[config.mk]
export PLATFORM = sky130hd
export DESIGN_NAME = mem_access_unit
export DESIGN_NICKNAME = d
export VERILOG_FILES = /design/src/rtl/mem_access_unit.sv
export SDC_FILE = /design/constraint.sdc
export NUM_CORES = 1
export LEC_CHECK = 0
export CAP_MARGIN = 20
export CORE_AREA = 2 2 114 116
export CTS_CLUSTER_SIZE = 14
export DETAILED_ROUTE_END_ITERATION = 12
export DIE_AREA = 0 0 116 118
export DONT_BUFFER_PORTS = 1
export SYNTH_ARGS = -nofsm -noshare
export SYNTH_HDL_FRONTEND = slang
export SYNTH_SLANG_ARGS = --single-unit
[constraint.sdc]
create_clock -name clk -period 2.5 [get_ports clk]
set_clock_uncertainty 0.1 [all_clocks]
set_input_delay 0.25 -clock clk [delete_from_list [all_inputs] [get_ports clk]]
set_output_delay 0.25 -clock clk [all_outputs]
set_load 0.05 [all_outputs]
[src/rtl/mem_access_unit.sv]
// Memory access unit: arbitrates instruction fetch against data/writeback
// requests onto a single-port synchronous RAM, returning results as valid pulses.

module mem_access_unit #(
   parameter int unsigned DATA_WIDTH = 32,
   parameter int unsigned ADDR_WIDTH = 16,
   parameter int unsigned PC_WIDTH   = 8,
   parameter int unsigned RD_LATENCY = 1,
   parameter logic [3:0]  OP_LDR     = 4'h9,
   parameter logic [3:0]  OP_STR     = 4'hA
) (
   input  logic                  clk,
   input  logic                  reset,
   input  logic                  fetch_req,
   input  logic [PC_WIDTH-1:0]   pc_instr_access,
   output logic [DATA_WIDTH-1:0] instr_data,
   output logic                  instr_valid,
   input  logic                  mem_req,
   input  logic [3:0]            op_code,
   input  logic [DATA_WIDTH-1:0] src1,
   input  logic [DATA_WIDTH-1:0] src2,
   input  logic [DATA_WIDTH-1:0] store_data,
   input  logic [DATA_WIDTH-1:0] alu_result,
   output logic [DATA_WIDTH-1:0] result_out,
   output logic                  result_valid,
   output logic                  busy,
   output logic                  ram_en,
   output logic                  ram_rw_flag,
   output logic [ADDR_WIDTH-1:0] ram_address,
   output logic [DATA_WIDTH-1:0] ram_data_out,
   input  logic [DATA_WIDTH-1:0] ram_data_in
);

   // Counter is wide enough for the full legal latency range 1..4
   localparam int unsigned CNT_W = 2;

   typedef enum logic [1:0] {
      S_IDLE  = 2'd0,
      S_ISSUE = 2'd1,
      S_WAIT  = 2'd2
   } state_e;

   state_e                state_q, state_d;
   logic [CNT_W-1:0]      cnt_q, cnt_d;
   logic                  is_fetch_q, is_fetch_d;
   logic                  is_store_q, is_store_d;
   logic                  ram_en_q, ram_en_d;
   logic                  ram_rw_q, ram_rw_d;
   logic [ADDR_WIDTH-1:0] ram_address_q, ram_address_d;
   logic [DATA_WIDTH-1:0] ram_data_out_q, ram_data_out_d;
   logic [DATA_WIDTH-1:0] result_out_q, result_out_d;
   logic                  result_valid_q, result_valid_d;
   logic [DATA_WIDTH-1:0] instr_data_q, instr_data_d;
   logic                  instr_valid_q, instr_valid_d;

   // State and output registers
   always_ff @(posedge clk) begin
      if (reset) begin
         state_q        <= S_IDLE;
         cnt_q          <= '0;
         is_fetch_q     <= 1'b0;
         is_store_q     <= 1'b0;
         ram_en_q       <= 1'b0;
         ram_rw_q       <= 1'b0;
         ram_address_q  <= '0;
         ram_data_out_q <= '0;
         result_out_q   <= '0;
         result_valid_q <= 1'b0;
         instr_data_q   <= '0;
         instr_valid_q  <= 1'b0;
      end else begin
         state_q        <= state_d;
         cnt_q          <= cnt_d;
         is_fetch_q     <= is_fetch_d;
         is_store_q     <= is_store_d;
         ram_en_q       <= ram_en_d;
         ram_rw_q       <= ram_rw_d;
         ram_address_q  <= ram_address_d;
         ram_data_out_q <= ram_data_out_d;
         result_out_q   <= result_out_d;
         result_valid_q <= result_valid_d;
         instr_data_q   <= instr_data_d;
         instr_valid_q  <= instr_valid_d;
      end
   end

   // Next-state and registered-output logic; pulses and strobes default low
   always_comb begin
      state_d        = state_q;
      cnt_d          = cnt_q;
      is_fetch_d     = is_fetch_q;
      is_store_d     = is_store_q;
      ram_en_d       = 1'b0;
      ram_rw_d       = 1'b0;
      ram_address_d  = ram_address_q;
      ram_data_out_d = ram_data_out_q;
      result_out_d   = result_out_q;
      result_valid_d = 1'b0;
      instr_data_d   = instr_data_q;
      instr_valid_d  = 1'b0;

      case (state_q)
         S_IDLE: begin
            if (mem_req) begin
               is_fetch_d = 1'b0;
               is_store_d = (op_code == OP_STR);
               if ((op_code == OP_LDR) || (op_code == OP_STR)) begin
                  state_d       = S_ISSUE;
                  ram_en_d      = 1'b1;
                  ram_rw_d      = (op_code == OP_STR);
                  ram_address_d = ADDR_WIDTH'(src1 + src2);
                  if (op_code == OP_STR) begin
                     ram_data_out_d = store_data;
                  end
               end else begin
                  result_out_d   = alu_result;
                  result_valid_d = 1'b1;
               end
            end else if (fetch_req) begin
               is_fetch_d    = 1'b1;
               is_store_d    = 1'b0;
               state_d       = S_ISSUE;
               ram_en_d      = 1'b1;
               ram_address_d = ADDR_WIDTH'(pc_instr_access);
            end
         end
         S_ISSUE: begin
            if (is_store_q) begin
               state_d        = S_IDLE;
               result_valid_d = 1'b1;
            end else begin
               state_d = S_WAIT;
               cnt_d   = '0;
            end
         end
         S_WAIT: begin
            // Read data is valid in the last wait cycle; capture and pulse on return to idle
            if (cnt_q == CNT_W'(RD_LATENCY - 1)) begin
               state_d = S_IDLE;
               if (is_fetch_q) begin
                  instr_data_d  = ram_data_in;
                  instr_valid_d = 1'b1;
               end else begin
                  result_out_d   = ram_data_in;
                  result_valid_d = 1'b1;
               end
            end else begin
               cnt_d = cnt_q + CNT_W'(1);
            end
         end
         default: state_d = S_IDLE;
      endcase
   end

   assign busy         = (state_q != S_IDLE);
   assign ram_en       = ram_en_q;
   assign ram_rw_flag  = ram_rw_q;
   assign ram_address  = ram_address_q;
   assign ram_data_out = ram_data_out_q;
   assign result_out   = result_out_q;
   assign result_valid = result_valid_q;
   assign instr_data   = instr_data_q;
   assign instr_valid  = instr_valid_q;

endmodule
Word level (Yosys, flattened, before mapping)
Index checks and enable logic that the tools add are counted.
Word-level totals
  flip-flop bits (word level): 122
  input bits: 176
  output and inout port bits: 117
  logic and storage cells: 80
Operators by class
  $add $sub $neg: 2
  equal/unequal tests: 13
  mux-type cells: 31
  bitwise logic cells: 5
  reduce and logical (&&, ||, !) cells: 17
Operator list (number)
  $mux 32: 4
  $pmux 32 s2: 1
  $mux 16: 3
  $add 16x16->16: 1
  $mux 2: 7
  $mux 1: 13
  $ne 2x2->1 const B: 6
  $reduce_and 3->1: 4
  $eq 4x4->1 const B: 2
  $reduce_bool 2->1: 4
  $ne 3x3->1 const B: 2
  $pmux 2 s3: 1
  $not 1->1: 5
  $reduce_and 5->1: 1
  $logic_not 2->1: 2
  $pmux 2 s2: 1
  $reduce_and 4->1: 1
  $reduce_or 4->1: 1
  $pmux 1 s3: 1
  $reduce_or 3->1: 1
  $add 2x1->2 const B: 1
  $eq 2x1->1 const B: 1
  $eq 2x2->1 const B: 1
  $ne 2x1->1 const B: 1
  3 further kinds: 3

Logic depth before layout (Yosys ltp)
Gate-level depths: netlist of run 1.
  word-level depth: 5
  gate-level depth with buffers: 8
  depth with buffers taken out: 8

Worst setup path before layout of run 1
No wires, ideal clock.
  path type: input-to-reg
  start: in src1[0]
  end: reg ram_address_q[14], in the netlist ram_address[14]
  library setup time: 117 ps
  arrival time: 2118 ps
  required time: 2283 ps
  slack: 165 ps
  cell stages on the path: 8
  buffers on the path: 0
  path through: ha_1 > fa_1 > a21o_1 > a211oi_2 > nor2_1 > o2111a_1 > or3_1 > a32o_1
On the way
  cells in the longest elaborated chain, start to end: 3
Ends and longest elaborated chain
  start: declaration: line 20  | input logic [DATA_WIDTH-1:0] src1,
  $add 16x16->16: line 111  | ram_address_d = ADDR_WIDTH'(src1 + src2);
  $mux 16: line 107  | if ((op_code == OP_LDR) || (op_code == OP_STR)) begin
  $mux 16: line 104  | if (mem_req) begin
  end signal: assignment: line 78  | ram_address_q <= ram_address_d;
  end: declaration: line 49  | logic [ADDR_WIDTH-1:0] ram_address_q, ram_address_d;
Every way passes these cells. The select of a mux whose other input is x is not followed.
A chain may end at the register's enable or synchronous reset.

Final worst setup path of run 1
  start: reg cnt_q[0]
  end: reg result_out_q[13], in the netlist result_out[13]
On the way
  cells in the longest elaborated chain, start to end: 3
Ends and longest elaborated chain
  start: declaration: line 44  | logic [CNT_W-1:0] cnt_q, cnt_d;
  start signal: assignment: line 73  | cnt_q <= cnt_d;
  $logic_not 2->1: line 138  | if (cnt_q == CNT_W'(RD_LATENCY - 1)) begin
  $ne 2x2->1 (no line)
  $reduce_and 5->1 (no line)
  end signal: assignment: line 80  | result_out_q <= result_out_d;
  end: declaration: line 51  | logic [DATA_WIDTH-1:0] result_out_q, result_out_d;
Every way passes these cells.

==> reports/results.md, run 1 <==
- Critical Path Start Type: register
- count of standard-cell rows: 41
- warning count from the yosys run: 0
- clock root buffer master: sky130_fd_sc_hd__clkbuf_16
- synth unique cells: 41
- reported leakage power: 2.80 nW
- clock-pin slew reported for the worst setup and hold paths after clock tree synthesis: 0.06 ns
- filler instances: 1074
- number of buffers created by CTS: 17
- number of cells produced by synthesis: 684
- setup TNS after final layout: 0 ns
- ratio of cells with drive above 1 in the final layout: 6.68%
- largest net degree at the start of global routing: 115
- number of flops mapped to enable cells by yosys: 0
- Main synth FF type: sky130_fd_sc_hd__dfxtp_1
- ANT cells: 0
- unrepaired setup endpoints after global routing: false
- residual DRC count: 0
- synthesis-to-layout area growth: 36.7%
- number of optimization iterations in the first detailed-route pass: 5
- WL/cell: 16.8 µm
- floorplan core area: 0.0124 mm²
- # setup viols final: 0
- result of the run: complete, no violations
- Min-Delay Path Class: input pin to register
- worst setup path class: register to register
- async set-or-reset flop fraction in the synthesized netlist: 0%
- vias in the first global route: 5208
- post-CTS resize count: 0
- Bufs on Longest Clock Path: 2
- worst min-delay path startpoint: pc_instr_access[3]
- Max transition margin: 61.9%
- routability-driven placement congestion ratio: 0.861
- Post-Syn Area per Cell: 7.81 µm²
- global router's overall resource usage: 22.7%
- wire length of the first global-routing pass: 25100 µm
- maximum fanout along the worst path: 24
- required time reported for the critical path endpoint: 2.74 ns
- 1st-iter DRT viols: 347
- Starting Density: 43.1%
- Pwr Density: 790 mW/mm²
- maximum clock frequency: 418 MHz
- post-route ant nets: 0
- area taken by multi-input logic gates: 0.00268 mm²
- final hold viol count: 0
- area of the die: 0.0137 mm²
- transition at the pin with the smallest max-transition slack: 0.571 ns
- Worst EP arrival: 2.63 ns
- reg-to-reg startpoint: cnt_q[0]$_SDFFE_PP0P_
- count of clock tree sinks: 122
- number of pins exceeding their max-slew limit in the final report: 0
- post-layout minimum cycle time: 2.39 ns
- maximum resistive drop on vdd: 448 µV
- Remaining Overflow, GRT: 0
- total I/O pin count: 293
- insertion delay to the later sink of the worst-skew pair: 0.40 ns
- Chip Height: 118 µm
- Net Count, Synth: 877
- number of max-cap violations: 0
- initial antenna violation count: 0
- register area share after synthesis: 45.7%
- cell with the biggest individual delay on the critical path: sky130_fd_sc_hd__dlygate4sd3_1
- number of buffer and inverter stages on the critical path: 3
- nets@finish: 973
- part of the cycle the worst path needs: 95.7%
- H-tree levels: 4
- total via count in the routed design: 5247
- Register Area: 0.00244 mm²
- sort of element at the end of the critical path: register
- post-synthesis instance area: 0.00535 mm²
- Top Family by Delay on Critical Path: buffers and inverters
- cell breakdown of the critical path: inv_1, ha_1, nand3_1, a21oi_4, buf_12, nor2_1, a311oi_1, dlygate4sd3_1
- die extent in x: 116 µm
- delay of the slowest cell on the worst path: 0.62 ns
- Total Routed Length: 16300 µm
- critical path startpoint: cnt_q[0]$_SDFFE_PP0P_
- Port Buf Inserts: 0
- count of state elements after synthesis: 122
- TritonCTS clock tree: built
- vias per inst: 5.44
- Worst Hold Slack: 0.0211 ns
- half-perimeter wire length of the detailed placement result: 10400 µm
## power by group
group          switching (mW)  leakage (nW)  internal [mW]
Combinational           0.332          1.48          0.322
Sequential              0.355         0.993           2.03
Clock                   0.894         0.324           1.83
Total                    1.58          2.80           4.19
## logic make-up (layout without fill, tap and decap cells)
| kind of cell | after synthesis | after routing | synth area share, % |
|---|---|---|---|
| adder cells (fa/ha/maj) | 17 | 17 | 4.12 |
| AO/OA/AOI/OAI | 162 | 162 | 19.3 |
| flip-flops | 122 | 122 | 45.7 |
| AND/OR/NAND/NOR | 310 | 310 | 23.4 |
| multiplexers | 8 | 8 | 1.50 |
| XOR/XNOR | 11 | 11 | 1.80 |
| buffers and inverters | 54 | 163 | 4.14 |
## stage by stage
stage                     cell area [µm²]  total power, mW  worst slack, ns  utilization, %  instances
after floorplan                      5350             2.78            0.165               -        684
after global placement               5490             2.84           0.0468            44.2        821
after detailed placement             5490             2.86           0.0443            44.2        821
after CTS                            7270             5.78            0.151            58.6        963
after global routing                 7310             5.98          0.00727            58.8        965
final                                7310             5.77            0.108            58.8        965
## flip-flops by register name (all words and copies together), names as in the netlist
register	count
cnt_q	2
instr_data	32
instr_valid	1
is_fetch_q	1
is_store_q	1
ram_address	16
ram_data_out	32
ram_en	1
ram_rw_flag	1
result_out	32
result_valid	1
state_q	2
## area by class of cell
class	count	area share, %
clock buffers	19	6.20
clock inverters	13	2.95
inverters	6	0.308
multi-input cells	508	36.7
flip-flops and latches	122	33.4
well taps	172	2.95
repair buffers	125	17.4
## Yosys cell counts (2+ instances only)
cell type,count,area (µm²)
sky130_fd_sc_hd__and3_1,3,18.8
sky130_fd_sc_hd__nand3b_1,2,15.0
sky130_fd_sc_hd__ha_1,16,200
sky130_fd_sc_hd__a41oi_1,2,17.5
sky130_fd_sc_hd__nor2b_1,3,18.8
sky130_fd_sc_hd__o21bai_1,3,22.5
sky130_fd_sc_hd__a21oi_1,81,405
sky130_fd_sc_hd__buf_2,15,75.1
sky130_fd_sc_hd__a32o_1,2,20.0
sky130_fd_sc_hd__a311oi_1,33,289
sky130_fd_sc_hd__nor2_1,60,225
sky130_fd_sc_hd__xor2_1,5,43.8
sky130_fd_sc_hd__inv_1,6,22.5
sky130_fd_sc_hd__o21ai_0,17,85.1
sky130_fd_sc_hd__nand2_1,211,792
sky130_fd_sc_hd__nand3_1,5,25.0
sky130_fd_sc_hd__a31oi_1,4,25.0
sky130_fd_sc_hd__a211oi_1,9,67.6
sky130_fd_sc_hd__dfxtp_1,122,2440
sky130_fd_sc_hd__clkbuf_1,32,120
sky130_fd_sc_hd__nor3_1,11,55.1
sky130_fd_sc_hd__nand2b_1,2,12.5
sky130_fd_sc_hd__xnor2_1,6,52.6
sky130_fd_sc_hd__a21o_1,5,37.5
sky130_fd_sc_hd__or3_1,6,37.5
sky130_fd_sc_hd__mux2i_1,8,80.1
## layer usage
layer	GRT usage, %	vias up	part of all wire, %
li1	-	2543	-
met1	24.9	2402	38
met2	38.8	260	49
met3	8.24	42	10
met4	10.0	0	2.4
met5	0	-	0
## worst paths after layout
| kind | slack, ns | depth (start not counted) | end |
|---|---|---|---|
| worst max-delay path | 0.11 | 8 | result_out[13]$_SDFFE_PP0P_ |
| worst min-delay path | 0.02 | 2 | ram_address[3]$_SDFFE_PP0P_ |
| worst max register to register | 0.11 | 8 | result_out[13]$_SDFFE_PP0P_ |
| worst min register to register | 0.38 | 2 | is_store_q$_SDFFE_PP0P_ |
## placed cells by master, fill, tap and decap left out, types with 2 or more instances in the layout
cell,netlist,final
sky130_fd_sc_hd__nand2_1,211,211
sky130_fd_sc_hd__dfxtp_1,122,122
sky130_fd_sc_hd__dlygate4sd3_1,0,109
sky130_fd_sc_hd__a21oi_1,81,81
sky130_fd_sc_hd__nor2_1,60,60
sky130_fd_sc_hd__a311oi_1,33,33
sky130_fd_sc_hd__clkbuf_16,0,18
sky130_fd_sc_hd__o21ai_0,17,17
sky130_fd_sc_hd__ha_1,16,16
sky130_fd_sc_hd__buf_4,0,12
sky130_fd_sc_hd__nor3_1,11,11
sky130_fd_sc_hd__a211oi_1,9,9
sky130_fd_sc_hd__mux2i_1,8,8
sky130_fd_sc_hd__inv_1,6,6
sky130_fd_sc_hd__or3_1,6,6
sky130_fd_sc_hd__xnor2_1,6,6
sky130_fd_sc_hd__xor2_1,5,5
sky130_fd_sc_hd__nand3_1,5,5
sky130_fd_sc_hd__a21o_1,5,5
sky130_fd_sc_hd__bufinv_16,0,5
sky130_fd_sc_hd__a31oi_1,4,4
sky130_fd_sc_hd__clkinv_4,0,4
sky130_fd_sc_hd__o21bai_1,3,3
sky130_fd_sc_hd__and3_1,3,3
sky130_fd_sc_hd__nor2b_1,3,2
sky130_fd_sc_hd__nand3b_1,2,2
sky130_fd_sc_hd__nand2b_1,2,2
sky130_fd_sc_hd__a41oi_1,2,2
sky130_fd_sc_hd__a32o_1,2,2
sky130_fd_sc_hd__inv_6,0,2
sky130_fd_sc_hd__clkbuf_8,0,2
sky130_fd_sc_hd__buf_12,0,2
## timing repair
item	CTS	global route
endpoints found under the setup margin	0	3
setup buffers	0	1
hold endpoints to repair	114	0
hold buffers	110	0
No activity file was read; power rests on OpenSTA's default activity.
==> run 2, diff against run 1 <==
--- a/config.mk
+++ b/config.mk
@@ -5,6 +5,7 @@
 export SDC_FILE = /design/constraint.sdc
 export NUM_CORES = 1
 export LEC_CHECK = 0
+export ABC_AREA = 1
 export CAP_MARGIN = 20
 export CORE_AREA = 2 2 114 116
 export CTS_CLUSTER_SIZE = 14
==> run 2 against run 1 <==
Compared with the run above:
- final cell count rose by 8.1%
- via count rose by 3.2%
- critical path depth did not move
- combinational power rose by 1%
- non-clock buffer count fell by 40
- critical endpoint is now result_out[14]$_SDFFE_PP0P_
- sequential share of layout area rose by 1.3 points
==> reports/results.md, run 2 <==
- ratio of cells with drive above 1 in the final layout: 6.31%
- worst setup path class: register to register
- maximum resistive drop on vdd: 381 µV
- global router's overall resource usage: 22.2%
- nets@finish: 1051
- Worst EP arrival: 2.09 ns
- hold-fix buffers at CTS: 77
- area share of fa/ha/maj cells after synthesis: 3.95%
- Post-CTS Setup Inserts: 0
- transition at the pin with the smallest max-transition slack: 0.738 ns
- setup TNS after final layout: 0 ns
- combinational family with the most area after synthesis: simple AND/OR/NAND/NOR gates
- clock root buffer master: sky130_fd_sc_hd__clkbuf_16
- area fraction in compound gates after synthesis: 18.2%
- worst hold stages: 4
- cell mode on critical path: sky130_fd_sc_hd__nor2_1
- total I/O pin count: 293
- synth unique cells: 32
- cell with the biggest individual delay on the critical path: sky130_fd_sc_hd__inv_2
- Top Family by Delay on Critical Path: buffers and inverters
- count of standard-cell rows: 41
- ANT cells: 0
- Synth top area share: 43.8%
- register area share after synthesis: 43.8%
- delay of the slowest cell on the worst path: 0.42 ns
- worst setup slack after layout: 0.650 ns
- switching power: 1.72 mW
- TritonCTS clock tree: built
- routability-driven placement congestion ratio: 0.900
- wire length of the first global-routing pass: 24200 µm
- clock-pin slew reported for the worst setup and hold paths after clock tree synthesis: 0.06 ns
- part of the total power dissipated in the clock network: 44.1%
- top library cells by usage in the layout, fill and taps aside: sky130_fd_sc_hd__nor2_1 (149), sky130_fd_sc_hd__nand2_1 (134), sky130_fd_sc_hd__dfxtp_1 (122)
- area of the die: 0.0137 mm²
- 1st-iter DRT viols: 405
- count of placed standard cells including taps: 934
- Switching Fraction: 30.7%
- residual DRC count: 0
- number of buffers created by CTS: 17
- count of state elements after synthesis: 122
- die extent in x: 116 µm
- result of the run: complete, no violations
- final hold viol count: 0
- mux share of post-synthesis cell area: 0.359%
- reported leakage power: 3.19 nW
- maximum clock frequency: 541 MHz
- Port Buf Inserts: 0
- part of the power in combinational logic: 11.8%
- post-route ant nets: 0
- count of clock tree sinks: 122
- Remaining Overflow, GRT: 0
- WP depth: 8
- largest net degree at the start of global routing: 66
- Bufs on Longest Clock Path: 2
- total via count in the routed design: 5417
- insertion delay to the later sink of the worst-skew pair: 0.41 ns
- required time reported for the critical path endpoint: 2.74 ns
- Critical Path Start Type: register
- Net Count, Synth: 988
- number of max-cap violations: 0
- most area-hungry cell type in the Yosys netlist: sky130_fd_sc_hd__dfxtp_1
- number of cells produced by synthesis: 795
- vias per inst: 5.19
- number of pins exceeding their max-slew limit in the final report: 0
- part of the cycle the worst path needs: 74.0%
- Max transition margin: 50.6%
- vias in the first global route: 4954
- Chip Height: 118 µm
- Starting Density: 44.9%
- top cells by count, synth: sky130_fd_sc_hd__nor2_1 (149), sky130_fd_sc_hd__nand2_1 (134), sky130_fd_sc_hd__dfxtp_1 (122), sky130_fd_sc_hd__o21ai_0 (102), sky130_fd_sc_hd__inv_1 (77)
- cells taking the most area after synthesis: sky130_fd_sc_hd__dfxtp_1 (44%), sky130_fd_sc_hd__nor2_1 (10%), sky130_fd_sc_hd__o21ai_0 (9.2%), sky130_fd_sc_hd__nand2_1 (9.0%), sky130_fd_sc_hd__a21oi_1 (5.5%)
- critical path startpoint: state_q[0]$_SDFFE_PP0P_
- maximum fanout along the worst path: 32
- synthesis-to-layout area growth: 26.1%
- half-perimeter wire length of the detailed placement result: 10800 µm
- most numerous cell in the Yosys netlist: sky130_fd_sc_hd__nor2_1
- WL/cell: 15.5 µm
- worst min-delay path startpoint: alu_result[23]
- simple logic cell fraction of the synthesized area: 23.4%
- Total Routed Length: 16200 µm
- total chip power: 5.61 mW
- filler instances: 1150
- Min-Delay Path Class: input pin to register
- Main synth FF type: sky130_fd_sc_hd__dfxtp_1
- sort of element at the end of the critical path: register
- Post-Syn Area per Cell: 7.01 µm²
- internal power: 3.89 mW
- fraction of power consumed by sequential logic: 44.1%
- floorplan core area: 0.0124 mm²
- post-synthesis instance area: 0.00558 mm²
- reg-to-reg startpoint: state_q[0]$_SDFFE_PP0P_
- post-layout minimum cycle time: 1.85 ns
- initial antenna violation count: 0
- cell breakdown of the critical path: nor2_1, inv_2, nor2_2, nand2_1, nand2_2, inv_2, nor2_1, nor2_1
- post-CTS resize count: 0
- async set-or-reset flop fraction in the synthesized netlist: 0%
- pre-CTS WS: 0.614 ns
- xor and xnor area share after synthesis: 0.942%
- warning count from the yosys run: 0
- most common cell after layout, fill and taps aside: sky130_fd_sc_hd__nor2_1
- depth of the most critical reg-to-reg path: 8
- number of standard cells in the layout, taps in and fillers out: 1043
- # setup viols final: 0
- unrepaired setup endpoints after global routing: false
- number of flops mapped to enable cells by yosys: 0
- H-tree levels: 4
- Pwr Density: 798 mW/mm²
- number of optimization iterations in the first detailed-route pass: 5
- number of buffer and inverter stages on the critical path: 2
run 2: cell count changes after synthesis, moves of 33 or more:
cell and change:
sky130_fd_sc_hd__o21ai_1 +34, sky130_fd_sc_hd__inv_1 +71, sky130_fd_sc_hd__nand2_1 -77, sky130_fd_sc_hd__nor2_1 +89, sky130_fd_sc_hd__a311oi_1 -33, sky130_fd_sc_hd__o21ai_0 +85
run 2: path summary, 6_finish.rpt:
path / endpoint / slack, ns
max: result_out[14]$_SDFFE_PP0P_ / 0.65
min: result_out[23]$_SDFFE_PP0P_ / 0.01
max reg2reg: result_out[14]$_SDFFE_PP0P_ / 0.65
min reg2reg: cnt_q[1]$_SDFFE_PP0P_ / 0.38
run 2: cell type report:
cell class | instances | area, µm² | share of cell area (%)
sequential | 122 | 2440 | 34.7
multi-input combinational | 548 | 2610 | 37.2
timing repair buffer | 85 | 843 | 12.0
clock inverter | 14 | 171 | 2.44
tap | 172 | 215 | 3.06
inverter | 84 | 315 | 4.48
clock buffer | 18 | 429 | 6.10
run 2: power by group through the flow:
stage / clock network [mW] / logic, mW / registers, mW
final: 2.47 / 0.662 / 2.48
after detailed placement: 0 / 0.550 / 2.52
after CTS: 2.51 / 0.658 / 2.48
after global routing: 2.60 / 0.749 / 2.48
after global placement: 0 / 0.533 / 2.52
after floorplan: 0 / 0.453 / 2.48
run 2: tightest hold or removal path: stages:
cell                      delay [ns]
sky130_fd_sc_hd__nand2_1        0.04
sky130_fd_sc_hd__o21ai_0        0.06
sky130_fd_sc_hd__nor2_1         0.05
sky130_fd_sc_hd__nor2_1         0.08
run 2: logic make-up after synthesis:
group,count (synthesis)
muxes,2
buffers and inverters,125
AOI/OAI and AO/OA,201
adders and majority gates,17
xor gates and xnor gates,6
and+or+nand+nor,322
DFF,122
run 2: stage by stage:
| step | instance area (µm²) | hold WS (ns) | util (%) |
|---|---|---|---|
| 2_1_floorplan | 5580 | 0.293 | - |
| 3_3_place_gp | 5660 | 0.228 | 45.6 |
| 3_5_place_dp | 5660 | 0.231 | 45.6 |
| 4_1_cts | 7030 | 0.00144 | 56.6 |
| 5_1_grt | 7030 | 0.0163 | 56.6 |
| 6_report | 7030 | 0.0123 | 56.6 |
run 2: layer usage:
metal | wire length, µm | track usage [%] | up-vias
li1 | - | - | 2687
met1 | 6370 | 23.8 | 2466
met2 | 8010 | 40.0 | 243
met3 | 1540 | 8.65 | 21
met4 | 244 | 6.32 | 0
met5 | 0 | 0 | -
